[src/rtl/dmem_access_unit_if.sv]
// Word-aligned data-memory bus: request side (req/we/addr/be/wdata) and
// response side (gnt/rvalid/rdata/err).
interface dmem_access_unit_if #(
  parameter int XLEN = 32
);
  logic            req;
  logic            we;
  logic [XLEN-1:0] addr;
  logic [3:0]      be;
  logic [XLEN-1:0] wdata;
  logic            gnt;
  logic            rvalid;
  logic [XLEN-1:0] rdata;
  logic            err;

  modport master (
    output req, we, addr, be, wdata,
    input  gnt, rvalid, rdata, err
  );

  modport slave (
    input  req, we, addr, be, wdata,
    output gnt, rvalid, rdata, err
  );
endinterface

[src/rtl/dmem_access_unit.sv]
// Load/store responder: turns one pipeline memory access into a single bus
// transaction, lane-shifts store data and extends load data.
module dmem_access_unit #(
  parameter int XLEN    = 32,
  parameter int TIMEOUT = 255
) (
  input  logic            i_clk,
  input  logic            i_rst_n,
  input  logic            i_mem_read,
  input  logic            i_mem_write,
  input  logic [3:0]      i_d_size,
  input  logic            i_d_unsigned,
  input  logic [XLEN-1:0] i_addr,
  input  logic [XLEN-1:0] i_wdata,
  output logic            o_stall,
  output logic [XLEN-1:0] o_rdata,
  output logic            o_rdata_valid,
  output logic            o_misaligned,
  output logic            o_bus_err,
  dmem_access_unit_if.master bus
);

  localparam int CNT_W = $clog2(TIMEOUT + 1);

  typedef enum logic [1:0] {S_IDLE, S_REQ, S_WAIT, S_RESP} state_t;

  state_t            r_state;
  state_t            w_next;
  logic [CNT_W-1:0]  r_cnt;
  logic [XLEN-1:0]   r_addr;
  logic [3:0]        r_be;
  logic [XLEN-1:0]   r_wdata;
  logic              r_we;
  logic [1:0]        r_off;
  logic [3:0]        r_size;
  logic              r_uns;
  logic              r_err;
  logic [XLEN-1:0]   r_rdata;

  logic w_request;
  logic w_legal;
  logic w_accept;
  logic w_rsp;
  logic w_tmo;
  logic w_cnt_end;

  function automatic logic [XLEN-1:0] f_extend(input logic [XLEN-1:0] word,
                                               input logic [1:0]      off,
                                               input logic [3:0]      size,
                                               input logic            uns);
    logic [XLEN-1:0] sh;
    sh = word >> {off, 3'b000};
    case (size)
      4'b0001: f_extend = {{(XLEN-8){~uns & sh[7]}}, sh[7:0]};
      4'b0011: f_extend = {{(XLEN-16){~uns & sh[15]}}, sh[15:0]};
      default: f_extend = sh;
    endcase
  endfunction

  always_comb begin
    w_request = i_mem_read | i_mem_write;
    w_legal   = (i_d_size == 4'b0001) ||
                ((i_d_size == 4'b0011) && !i_addr[0]) ||
                ((i_d_size == 4'b1111) && (i_addr[1:0] == 2'b00));
    w_cnt_end = (r_cnt == CNT_W'(TIMEOUT - 1));
  end

  always_comb begin
    w_next   = r_state;
    w_accept = 1'b0;
    w_rsp    = 1'b0;
    w_tmo    = 1'b0;
    case (r_state)
      S_IDLE: begin
        if (w_request && w_legal) begin
          w_accept = 1'b1;
          w_next   = S_REQ;
        end
      end
      // A response that coincides with the grant skips WAIT entirely
      S_REQ: begin
        if (bus.gnt && bus.rvalid) begin
          w_rsp  = 1'b1;
          w_next = S_RESP;
        end else if (w_cnt_end) begin
          w_tmo  = 1'b1;
          w_next = S_RESP;
        end else if (bus.gnt) begin
          w_next = S_WAIT;
        end
      end
      S_WAIT: begin
        if (bus.rvalid) begin
          w_rsp  = 1'b1;
          w_next = S_RESP;
        end else if (w_cnt_end) begin
          w_tmo  = 1'b1;
          w_next = S_RESP;
        end
      end
      default: w_next = S_IDLE;
    endcase
  end

  always_ff @(posedge i_clk or negedge i_rst_n) begin
    if (!i_rst_n) begin
      r_state <= S_IDLE;
      r_cnt   <= '0;
      r_addr  <= '0;
      r_be    <= '0;
      r_wdata <= '0;
      r_we    <= 1'b0;
      r_off   <= '0;
      r_size  <= '0;
      r_uns   <= 1'b0;
      r_err   <= 1'b0;
      r_rdata <= '0;
    end else begin
      r_state <= w_next;
      if (w_accept) begin
        r_cnt   <= '0;
        r_addr  <= {i_addr[XLEN-1:2], 2'b00};
        r_be    <= i_d_size << i_addr[1:0];
        r_wdata <= i_wdata << {i_addr[1:0], 3'b000};
        r_we    <= i_mem_write;
        r_off   <= i_addr[1:0];
        r_size  <= i_d_size;
        r_uns   <= i_d_unsigned;
      end else if ((r_state == S_REQ) || (r_state == S_WAIT)) begin
        r_cnt <= r_cnt + CNT_W'(1);
      end
      // Stores never disturb the last load result
      if (w_rsp) begin
        r_err <= bus.err;
        if (!r_we) r_rdata <= bus.err ? '0 : f_extend(bus.rdata, r_off, r_size, r_uns);
      end else if (w_tmo) begin
        r_err <= 1'b1;
        if (!r_we) r_rdata <= '0;
      end
    end
  end

  // Request-driven outputs are gated by reset so an aborted access releases the pipeline at once
  always_comb begin
    o_stall       = i_rst_n & (w_accept || (r_state == S_REQ) || (r_state == S_WAIT));
    o_misaligned  = i_rst_n & (r_state == S_IDLE) & w_request & ~w_legal;
    o_rdata_valid = (r_state == S_RESP);
    o_bus_err     = (r_state == S_RESP) & r_err;
    o_rdata       = r_rdata;
    bus.req       = (r_state == S_REQ);
    bus.we        = r_we;
    bus.addr      = r_addr;
    bus.be        = r_be;
    bus.wdata     = r_wdata;
  end

endmodule

[src/flat_wrapper.sv]
// flat-port wrapper written by rule: the top's interface ports become plain ports
module dmem_access_unit_flat 
#(
  parameter int XLEN    = 32,
  parameter int TIMEOUT = 255
)
  (i_clk, i_rst_n, i_mem_read, i_mem_write, i_d_size, i_d_unsigned, i_addr, i_wdata, o_stall, o_rdata, o_rdata_valid, o_misaligned, o_bus_err, bus_req, bus_we, bus_addr, bus_be, bus_wdata, bus_gnt, bus_rvalid, bus_rdata, bus_err);
  dmem_access_unit_if #(.XLEN(XLEN)) bus_i ();
  input  logic i_clk;
  input  logic i_rst_n;
  input  logic i_mem_read;
  input  logic i_mem_write;
  input  logic [3:0] i_d_size;
  input  logic i_d_unsigned;
  input  logic [XLEN-1:0] i_addr;
  input  logic [XLEN-1:0] i_wdata;
  output logic o_stall;
  output logic [XLEN-1:0] o_rdata;
  output logic o_rdata_valid;
  output logic o_misaligned;
  output logic o_bus_err;
  output wire logic [$bits(bus_i.req)-1:0] bus_req;
  output wire logic [$bits(bus_i.we)-1:0] bus_we;
  output wire logic [$bits(bus_i.addr)-1:0] bus_addr;
  output wire logic [$bits(bus_i.be)-1:0] bus_be;
  output wire logic [$bits(bus_i.wdata)-1:0] bus_wdata;
  input wire logic [$bits(bus_i.gnt)-1:0] bus_gnt;
  input wire logic [$bits(bus_i.rvalid)-1:0] bus_rvalid;
  input wire logic [$bits(bus_i.rdata)-1:0] bus_rdata;
  input wire logic [$bits(bus_i.err)-1:0] bus_err;
  assign bus_req = bus_i.req;
  assign bus_we = bus_i.we;
  assign bus_addr = bus_i.addr;
  assign bus_be = bus_i.be;
  assign bus_wdata = bus_i.wdata;
  assign bus_i.gnt = bus_gnt;
  assign bus_i.rvalid = bus_rvalid;
  assign bus_i.rdata = bus_rdata;
  assign bus_i.err = bus_err;
  dmem_access_unit #(.XLEN(XLEN), .TIMEOUT(TIMEOUT)) u_core (.i_clk(i_clk), .i_rst_n(i_rst_n), .i_mem_read(i_mem_read), .i_mem_write(i_mem_write), .i_d_size(i_d_size), .i_d_unsigned(i_d_unsigned), .i_addr(i_addr), .i_wdata(i_wdata), .o_stall(o_stall), .o_rdata(o_rdata), .o_rdata_valid(o_rdata_valid), .o_misaligned(o_misaligned), .o_bus_err(o_bus_err), .bus(bus_i));
endmodule
[config.mk]
export PLATFORM = sky130hd
export DESIGN_NAME = dmem_access_unit_flat
export DESIGN_NICKNAME = d
export VERILOG_FILES = /design/src/rtl/dmem_access_unit_if.sv /design/src/rtl/dmem_access_unit.sv /design/src/flat_wrapper.sv
export SDC_FILE = /design/constraint.sdc
export NUM_CORES = 1
export LEC_CHECK = 0
export ABC_AREA = 1
export ABC_CLOCK_PERIOD_IN_PS = 1600
export CORE_ASPECT_RATIO = 1.5
export CORE_MARGIN = 8
export CORE_UTILIZATION = 35
export CTS_CLUSTER_SIZE = 40
export DETAILED_ROUTE_END_ITERATION = 16
export PLACE_DENSITY = 0.74
export SLEW_MARGIN = 20
export SYNTH_ARGS = -nofsm -noshare
export SYNTH_HDL_FRONTEND = slang
export SYNTH_SLANG_ARGS = --single-unit
[constraint.sdc]
create_clock -name i_clk -period 1.6 [get_ports i_clk]
set_input_delay 0.32 -clock i_clk [delete_from_list [all_inputs] [get_ports i_clk]]
set_output_delay 0.32 -clock i_clk [all_outputs]
set_load 0.01 [all_outputs]
==> flow_summary_export.csv, run 1 <==
group,metric,value,unit
logic_synthesis,synth_top_area_share,0.480,
layout,stdcell_count,1322,
outcome,violations,"negative setup slack",
sta,max_freq,549,MHz
sta,rsz0062_at_grt,"true",
cts,cts-root-buf,"clkbuf_16",
routing,drt-total-wl,22100,um
logic_synthesis,yosys.area.top_type,"dfrtp_1",
logic_synthesis,synth_cell_types,33,
placed_design,dp_hpwl,15600,um
pwr,p_seq_frac,0.302,
routing,vias,6426,
sta,maxSlewViolCount,0,
global_routing,grt_start_max_net_pins,118,
global_routing,antenna_found_initial,1,
global_routing,grt_pass1_wl,33800,um
pwr,total_power,16400,uW
worst_setup_path,startpoint_type,"flop",
cts,cts_sinks,117,
global_routing,grt_pass1_vias,6467,
global_routing,grt_overflow,0,
pwr,p_leak,0.00523,uW
cts,cts_max_level,4,
logic_synthesis,syn_avg_cell_area,7.32,um2
pwr,max-vdd-ir-drop,0.000792,V
routing,initialDrtViolationCount,526,
pwr,intPower,9760,uW
die,die_x,124,um
pwr,powerDensity,1660,mW/mm2
placed_design,place_inst,1276,
sta,final-hold-violation-count,0,
layout,syn2layout_area_growth,61.7,%
logic_synthesis,seq_area_frac_synth,0.480,
routing,routed_via_density,4.86,
routing,ant_nets,0,
placed_design,io_buffers,211,
placed_design,gp_congestion,0.938,
logic_synthesis,synth_flop_cell,"dfrtp_1",
run,drv_cap,0,
worst_setup_path,arrival,1.50,ns
layout,fin_nets,1209,
sta,holdWs,0.0820,ns
layout,regArea,0.00293,mm2
cts,clkTransAtPathRegs,0.06,ns
cts,cts_tree,"built",
logic_synthesis,synth_area_leaders,"dfrtp_1 (48%), nand2_1 (25%), nand3_1 (6.2%)",
die,rows,59,
sta,fin_setup_tns,-4.86,ns
die,start_util,0.355,
worst_setup_path,path_class,"reg2out",
sta,tightest_slew,0.630,ns
cts,clock_latency,0.40,ns
sta,timing.final.crit_share,1.14,
outcome,status,"complete, but fails checks",
hold_path,holdCritPathClass,"in2async",
cts,cts.path.max_buffers,2,
die,coreArea,0.0172,mm2
logic_synthesis,ys_ff_latch,117,
pwr,p_switching,6640,uW
logic_synthesis,syn_inst,833,
sta,clock-skew-final,0.0108,ns
sta,period_minus_slack,1.82,ns
sta,slew_headroom,0.580,
layout,drive_gt1_frac,0.192,
worst_setup_path,cp_max_fo,2,
cts,numCtsBuffers,17,
die,die-area,0.0220,mm2
die,die_height,178,um
global_routing,grtUsageTotal,0.197,
logic_synthesis,async_reset_ff_frac,1.00,
logic_synthesis,yosysWarnings,0,
sta,setup_slack,-0.221,ns
worst_setup_path,endpoint_kind,"output port",
sta,setup-violations-final,37,
pwr,power_frac_comb,0.483,
logic_synthesis,synth_edf_count,0,
layout,fin_util,0.573,
logic_synthesis,syn_area,0.00610,mm2
pwr,clkPwrFrac,0.214,
worst_setup_path,worstPathRequired,1.28,ns
layout,multiInputGateArea,0.00312,mm2
routing,remaining_drc_errors,0,
layout,n_fill_cell,1613,
pwr,netSwitchingFraction,0.405,
die,io_pins,214,
routing,firstDrtPassIters,6,
routing,wl_per_cell,16.7,um
[cell usage in the layout, fill, tap and decap left out, drive strengths merged, types with 2 or more instances in the layout]
master,count
xor2,2
conb,2
nand3b,2
ha,6
mux2i,9
clkinv,5
a31oi,9
nor2,36
dlygate4sd2,105
clkinvlp,8
inv,45
clkbuf,20
nand2,415
dfrtp,117
buf,81
o21ai,47
nand3,77
clkdlybuf4s50,100
a21oi,15
o21bai,2
[synthesized netlist by cell type (2+ instances only)]
library cell	number
a21oi_1	14
a31oi_1	9
buf_1	2
buf_2	10
buf_4	4
buf_6	9
clkbuf_1	20
clkinv_1	2
dfrtp_1	117
ha_1	6
inv_1	37
inv_2	5
mux2i_1	9
nand2_1	412
nand2_2	2
nand3_1	75
nand3_2	2
nand3b_1	2
nor2_1	35
o21ai_0	47
xor2_1	2
[sequential cells by signal, indices dropped and copies added (netlist names)]
signal and cells:
u_core.r_err 1, u_core.o_rdata 32, u_core.r_size 4, u_core.bus.addr 30, u_core.bus.be 4, u_core.r_state 2, u_core.r_uns 1, u_core.bus.wdata 32
u_core.r_cnt 8, u_core.bus.we 1, u_core.r_off 2
[cell type report]
cell class | instances | area share
multi-input cells | 627 | 0.316
flip-flops and latches | 117 | 0.297
repair buffers | 288 | 0.286
clock buffers | 18 | 0.0445
well taps | 213 | 0.0270
inverters | 44 | 0.0183
clock inverters | 14 | 0.0107
diodes | 1 | 0.000254
[through the flow]
step | setup slack [ns] | instance area (um2)
4_1_cts | -0.228 | 9490
2_1_floorplan | 0.00811 | 6140
3_5_place_dp | -0.839 | 8800
6_report | -0.221 | 9860
5_1_grt | -0.321 | 9860
3_3_place_gp | -0.798 | 8800
[critical path, stage by stage (launching register included)]
cell and delay [ns]:
dfrtp_1 0.38, inv_2 0.09, buf_6 0.10, ha_4 0.14
inv_2 0.05, nand2_2 0.08, inv_2 0.04, a21boi_2 0.09
buf_2 0.13
[per-layer routing]
layer  track usage  part of all wire
met1         0.222              0.38
met2         0.336              0.51
met3        0.0449             0.065
met4         0.101             0.047
met5             0                 0
[kinds of logic after synthesis]
| logic type | share of synthesized area |
|---|---|
| fa+ha+maj | 0.0123 |
| xor+xnor | 0.00431 |
| other cells | 0.000615 |
| mux | 0.0148 |
| compound gates | 0.0675 |
| simple gates | 0.349 |
| flops | 0.480 |
| buf+inv | 0.0712 |
[worst paths after layout]
path / slack [ns] / to / depth (start not counted) / from
setup / recovery: -0.22 / o_stall / 8 / u_core.r_state[1]$_DFFE_PN0P_
hold / removal: 0.08 / u_core.r_uns$_DFFE_PN0P_ / 2 / i_rst_n
setup reg to reg: -0.18 / u_core.o_rdata[10]$_DFFE_PN0P_ / 13 / u_core.r_state[1]$_DFFE_PN0P_
hold reg to reg: 0.47 / u_core.bus.addr[27]$_DFFE_PN0P_ / 2 / u_core.bus.addr[27]$_DFFE_PN0P_
max in group asynchronous: 1.08 / u_core.bus.wdata[19]$_DFFE_PN0P_ / 2 / i_rst_n
min in group i_clk: 0.44 / u_core.bus.addr[16]$_DFFE_PN0P_ / 3 / i_addr[16]
[power groups by stage]
stage	Clock (uW)	Combinational, uW	Sequential (uW)
after floorplan	0	3210	5370
after global placement	0	7600	4930
after detailed placement	0	7750	4950
after CTS	3590	7320	4900
after global routing	3720	8700	5120
final	3510	7930	4960
[timing repair]
action / CTS / global route
pin swaps: 9 / 36
hold buffers: 0 / 0
endpoints found under the setup margin: 208 / 112
gates resized for setup: 163 / 92
setup buffers: 2 / 6
cloned: 5 / 2
Note: power is estimated with default switching activity, not from simulation.
==> run 2, diff against run 1 <==
- CORE_ASPECT_RATIO: 1.5 -> not set
==> run 2 against run 1 <==
- the run still ends with negative setup slack left
- critical path depth fell by 1
- design area is 0.74% lower
- clock power rose by 7.1%
- largest power group unchanged
==> flow_summary_export.csv, run 2 (synthesized netlist as in run 1, its figures left out) <==
group,metric,value,unit
outcome,status,"complete, but fails checks",
outcome,violations,"negative setup slack",
placed_design,dpl_cell_area,0.00881,mm2
sta,rsz0062_at_grt,"true",
worst_setup_path,arrival,1.56,ns
cts,cts_tree,"built",
routing,firstDrtPassIters,5,
pwr,intPower,9950,uW
die,io_pins,214,
cts,clock_latency,0.42,ns
die,coreArea,0.0172,mm2
sta,tightest_slew,0.622,ns
pwr,p_leak,0.00528,uW
global_routing,grt_overflow,0,
sta,slew_headroom,0.585,
run,drv_cap,0,
worst_setup_path,r2r-start,"u_core.r_state[1]$_DFFE_PN0P_",
layout,final_common_cell,"nand2_1",
routing,routed_via_density,4.92,
layout,stdcell_count,1339,
layout,syn2layout_area_growth,60.5,%
global_routing,antenna_found_initial,1,
sta,maxSlewViolCount,0,
worst_setup_path,path_class,"reg2out",
routing,vias,6582,
sta,final-hold-violation-count,0,
cts,numCtsBuffers,17,
cts,cts-root-buf,"clkbuf_16",
worst_setup_path,cp_max_fo,2,
worst_setup_path,worstPathRequired,1.28,ns
die,die_x,148,um
worst_setup_path,crit_start,"u_core.r_state[1]$_DFFE_PN0P_",
pwr,p_seq_frac,0.301,
layout,diodes,0,
routing,wl_per_cell,16.9,um
sta,max_freq,531,MHz
routing,remaining_drc_errors,0,
placed_design,dp_hpwl,15400,um
pwr,clkPwrFrac,0.230,
worst_setup_path,startpoint_type,"flop",
placed_design,io_buffers,211,
layout,drive_gt1_frac,0.148,
layout,fin_nets,1215,
global_routing,grt_pass1_vias,6613,
routing,initialDrtViolationCount,453,
pwr,powerDensity,1670,mW/mm2
hold_path,holdCritPathClass,"in2async",
pwr,p_switching,6380,uW
die,rows,48,
worst_setup_path,endpoint_kind,"output port",
cts,cts_sinks,117,
layout,design_area,0.00979,mm2
placed_design,place_inst,1289,
global_routing,grt_pass1_wl,34900,um
layout,fin_util,0.570,
cts,cts.path.max_buffers,2,
layout,mostFrequentLayoutCells,"nand2_1 (405), dfrtp_1 (117), dlygate4sd2_1 (104), clkdlybuf4s50_1 (101), nand3_1 (72)",
sta,setup_slack,-0.284,ns
global_routing,grtUsageTotal,0.202,
sta,clock-skew-final,0.00816,ns
die,die-area,0.0219,mm2
global_routing,grt_start_max_net_pins,108,
sta,period_minus_slack,1.88,ns
pwr,max-vdd-ir-drop,0.000855,V
die,die_height,148,um
sta,timing.final.crit_share,1.18,
pwr,netSwitchingFraction,0.391,
routing,ant_nets,0,
cts,cts_max_level,4,
pwr,power_frac_comb,0.468,
placed_design,gp_congestion,0.890,
sta,setup-violations-final,37,
cts,clkTransAtPathRegs,0.06,ns
routing,drt-total-wl,22700,um
die,start_util,0.355,
==> run 2: cell count changes in the layout (fill, tap and decap cells not counted), sizes merged, moves of 2 or more <==
cell,change
clkinvlp,-3
buf,+2
bufinv,+2
clkinv,+2
==> run 2: metrics by stage <==
stage               TNS [ns]  total power, uW  worst slack, ns  hold WS, ns
floorplan                  0             8570          0.00811       0.0244
global placement      -79.73            12600            -1.11        0.329
detailed placement    -82.85            12700            -1.16        0.332
CTS                    -7.02            16200           -0.272       0.0665
global route          -10.92            17400           -0.349       0.0553
finish                 -7.24            16300           -0.284       0.0125
==> run 2: final timing paths <==
kind	slack, ns	end	cells after the start
max	-0.28	o_stall	7
min in group i_clk	0.43	u_core.bus.addr[24]$_DFFE_PN0P_	3
min	0.01	u_core.o_rdata[30]$_DFFE_PN0P_	2
max reg2reg	-0.24	u_core.o_rdata[17]$_DFFE_PN0P_	12
max in group asynchronous	0.96	u_core.bus.addr[26]$_DFFE_PN0P_	3
min reg2reg	0.47	u_core.o_rdata[12]$_DFFE_PN0P_	2
==> run 2: power by group through the flow <==
stage                     Clock [uW]  Sequential (uW)  Combinational [uW]
after global placement             0             4960                7630
final                           3760             4920                7640
after floorplan                    0             5370                3210
after detailed placement           0             4970                7750
after CTS                       3810             4920                7430
after global routing            3950             5080                8420
==> run 2: per-layer routing <==
metal | part of all wire | vias up | GRT usage
met5 | 0.00053 | - | 0
met3 | 0.11 | 39 | 0.0828
met2 | 0.45 | 332 | 0.315
li1 | - | 3160 | -
met4 | 0.026 | 2 | 0.0745
met1 | 0.41 | 3049 | 0.244
==> run 2: cell type report <==
class	count	area, um2
fillers	1615	7390
flip-flops and latches	117	2930
repair buffers	294	2910
multi-input cells	627	2910
clock buffers	18	429
well taps	225	282
inverters	44	185
clock inverters	14	151
==> run 2: timing repair <==
item	CTS	global route
setup buffers	6	2
pin swaps	9	15
gates resized for setup	155	48
setup endpoints to repair	220	111
endpoints found under the hold margin	10	0
hold buffers	1	0
cloned	5	6
==> run 2: critical path, stage by stage (launching register included) <==
cell      delay, ns
dfrtp_1        0.39
inv_2          0.09
ha_4           0.14
inv_2          0.04
nor2_4         0.12
nand2_4        0.07
a21boi_2       0.15
buf_2          0.15
==> run 3, diff against run 2 <==
- ABC_CLOCK_PERIOD_IN_PS: 1600 -> 2400
- CORE_MARGIN: 8 -> 1
- PLACE_DENSITY: 0.74 -> 0.72
- clock period: 1.6 -> 2.4 ns (I/O delays scaled with it)
==> run 3 against run 2 <==
- critical path depth unchanged
- clock skew about the same
- total power fell by 35%
- critical path type unchanged
- the run now ends clean
- largest cell class unchanged
- register-to-register slack gained 0.60 ns
- final cell count down 4.7%
- highest routed layer unchanged
- core utilization decreased by 2.9 points
- die area decreased by 18%
==> flow_summary_export.csv, run 3 (synthesized netlist as in run 1, its figures left out) <==
group,metric,value,unit
die,coreArea,0.0168,mm2
routing,initialDrtViolationCount,449,
worst_setup_path,reg2reg_slack,0.36,ns
outcome,status,"complete, no violations",
worst_setup_path,endpoint_kind,"output port",
layout,regArea,0.00293,mm2
routing,wl_per_cell,14.6,um
placed_design,pre_cts_slack,-0.392,ns
sta,max_freq,435,MHz
worst_setup_path,worstPathRequired,1.92,ns
sta,period_minus_slack,2.30,ns
sta,tightest_slew,0.622,ns
layout,fin_nets,1157,
layout,diodes,0,
pwr,total_power,10600,uW
layout,fin_util,0.541,
pwr,powerDensity,1160,mW/mm2
cts,clkTransAtPathRegs,0.06,ns
routing,routed_via_density,4.78,
layout,multiInputGateArea,0.00276,mm2
global_routing,grt_start_max_net_pins,112,
global_routing,antenna_found_initial,1,
layout,drive_gt1_frac,0.0720,
sta,timing.final.crit_share,0.958,
placed_design,io_buffers,211,
sta,maxSlewViolCount,0,
die,start_util,0.363,
cts,cts_sinks,117,
hold_path,holdCritPathClass,"in2async",
run,drv_cap,0,
routing,ant_nets,0,
routing,vias,6104,
cts,clock_latency,0.41,ns
global_routing,grt_pass1_wl,30000,um
placed_design,dp_hpwl,13100,um
worst_setup_path,r2r-end,"u_core.bus.wdata[2]$_DFFE_PN0P_",
pwr,p_leak,0.00454,uW
worst_setup_path,ff2ff_path_depth,8,
sta,setup-violations-final,0,
die,io_pins,214,
sta,slew_headroom,0.585,
layout,n_fill_cell,1630,
global_routing,grtUsageTotal,0.215,
layout,final_common_cell,"nand2_1",
cts,cts_max_level,4,
placed_design,place_inst,1243,
routing,remaining_drc_errors,0,
sta,rsz0062_at_grt,"false",
worst_setup_path,arrival,1.82,ns
pwr,max-vdd-ir-drop,0.000592,V
layout,syn2layout_area_growth,49.2,%
cts,cts.path.max_buffers,2,
layout,stdcell_count,1276,
worst_setup_path,path_class,"reg2out",
sta,final-hold-violation-count,0,
sta,clock-skew-final,0.00821,ns
cts,post_cts_buffers,0,
worst_setup_path,cp_max_fo,4,
die,die_height,134,um
worst_setup_path,startpoint_type,"flop",
global_routing,grt_pass1_vias,5966,
placed_design,gp_congestion,0.877,
worst_setup_path,r2r-start,"u_core.r_state[0]$_DFFE_PN0P_",
global_routing,grt_overflow,0,
routing,drt-total-wl,18600,um
die,die-area,0.0180,mm2
die,rows,47,
layout,mostFrequentLayoutCells,"nand2_1 (411), clkdlybuf4s50_1 (207), dfrtp_1 (117), nand3_1 (75), o21ai_0 (47)",
die,die_x,134,um
routing,firstDrtPassIters,6,
cts,numCtsBuffers,17,
cts,cts-root-buf,"clkbuf_16",
cts,cts_tree,"built",
sta,fin_setup_tns,0,ns
sta,setup_slack,0.0996,ns
==> run 3: layout make-up <==
cell class	instances	area share
multi-input combinational	627	0.304
inverter	44	0.0181
clock buffer	18	0.0483
sequential	117	0.322
timing repair buffer	236	0.258
tap	220	0.0302
clock inverter	14	0.0194
==> run 3: report_power, final <==
| part | internal, uW | total (uW) | switching (uW) |
|---|---|---|---|
| clock | 1670 | 2640 | 970 |
| combinational | 2230 | 4610 | 2380 |
| sequential | 2800 | 3340 | 545 |
==> run 3: worst max-delay path: stages (launching register included) <==
cell,delay (ns)
dfrtp_1,0.41
inv_1,0.09
ha_1,0.21
inv_1,0.06
nor2_2,0.18
nand2_1,0.07
nor2_1,0.09
dlygate4sd2_1,0.28
==> run 3: timing repair <==
| action | 4_1_cts | 5_1_grt |
|---|---|---|
| pin swaps | 1 | 1 |
| gates resized for setup | 7 | 5 |
| hold endpoints to repair | 6 | 0 |
| endpoints found under the setup margin | 2 | 2 |
| hold buffers | 1 | 0 |
| gates cloned | 0 | 0 |
==> run 3: stage by stage <==
stage / hold slack [ns] / area [um2]
final: 0.441 / 9100
after global routing: 0.448 / 9100
after CTS: 0.430 / 9080
after detailed placement: 0.323 / 8450
after global placement: 0.325 / 8450
after floorplan: 0.184 / 6100
==> run 3: per-layer routing <==
layer	track usage	part of all wire	wire length, um	vias up
met5	0	0.00070	13	-
met4	0.0707	0.016	297	2
met3	0.0707	0.089	1660	24
met2	0.354	0.47	8780	237
met1	0.264	0.42	7860	2804
li1	-	-	-	3037
==> run 3: how the worst max path moves through the flow <==
| stage | from | end | cells past startpoint |
|---|---|---|---|
| 6_report | u_core.r_state[0]$_DFFE_PN0P_ | o_misaligned | 7 |
| 5_1_grt | u_core.r_state[0]$_DFFE_PN0P_ | o_misaligned | 7 |
| 4_1_cts | i_d_size[1] | o_stall | 8 |
| 3_5_place_dp | i_d_size[2] | o_stall | 8 |
| 3_3_place_gp | i_d_size[2] | o_stall | 8 |
| 2_1_floorplan | i_addr[0] | o_stall | 7 |
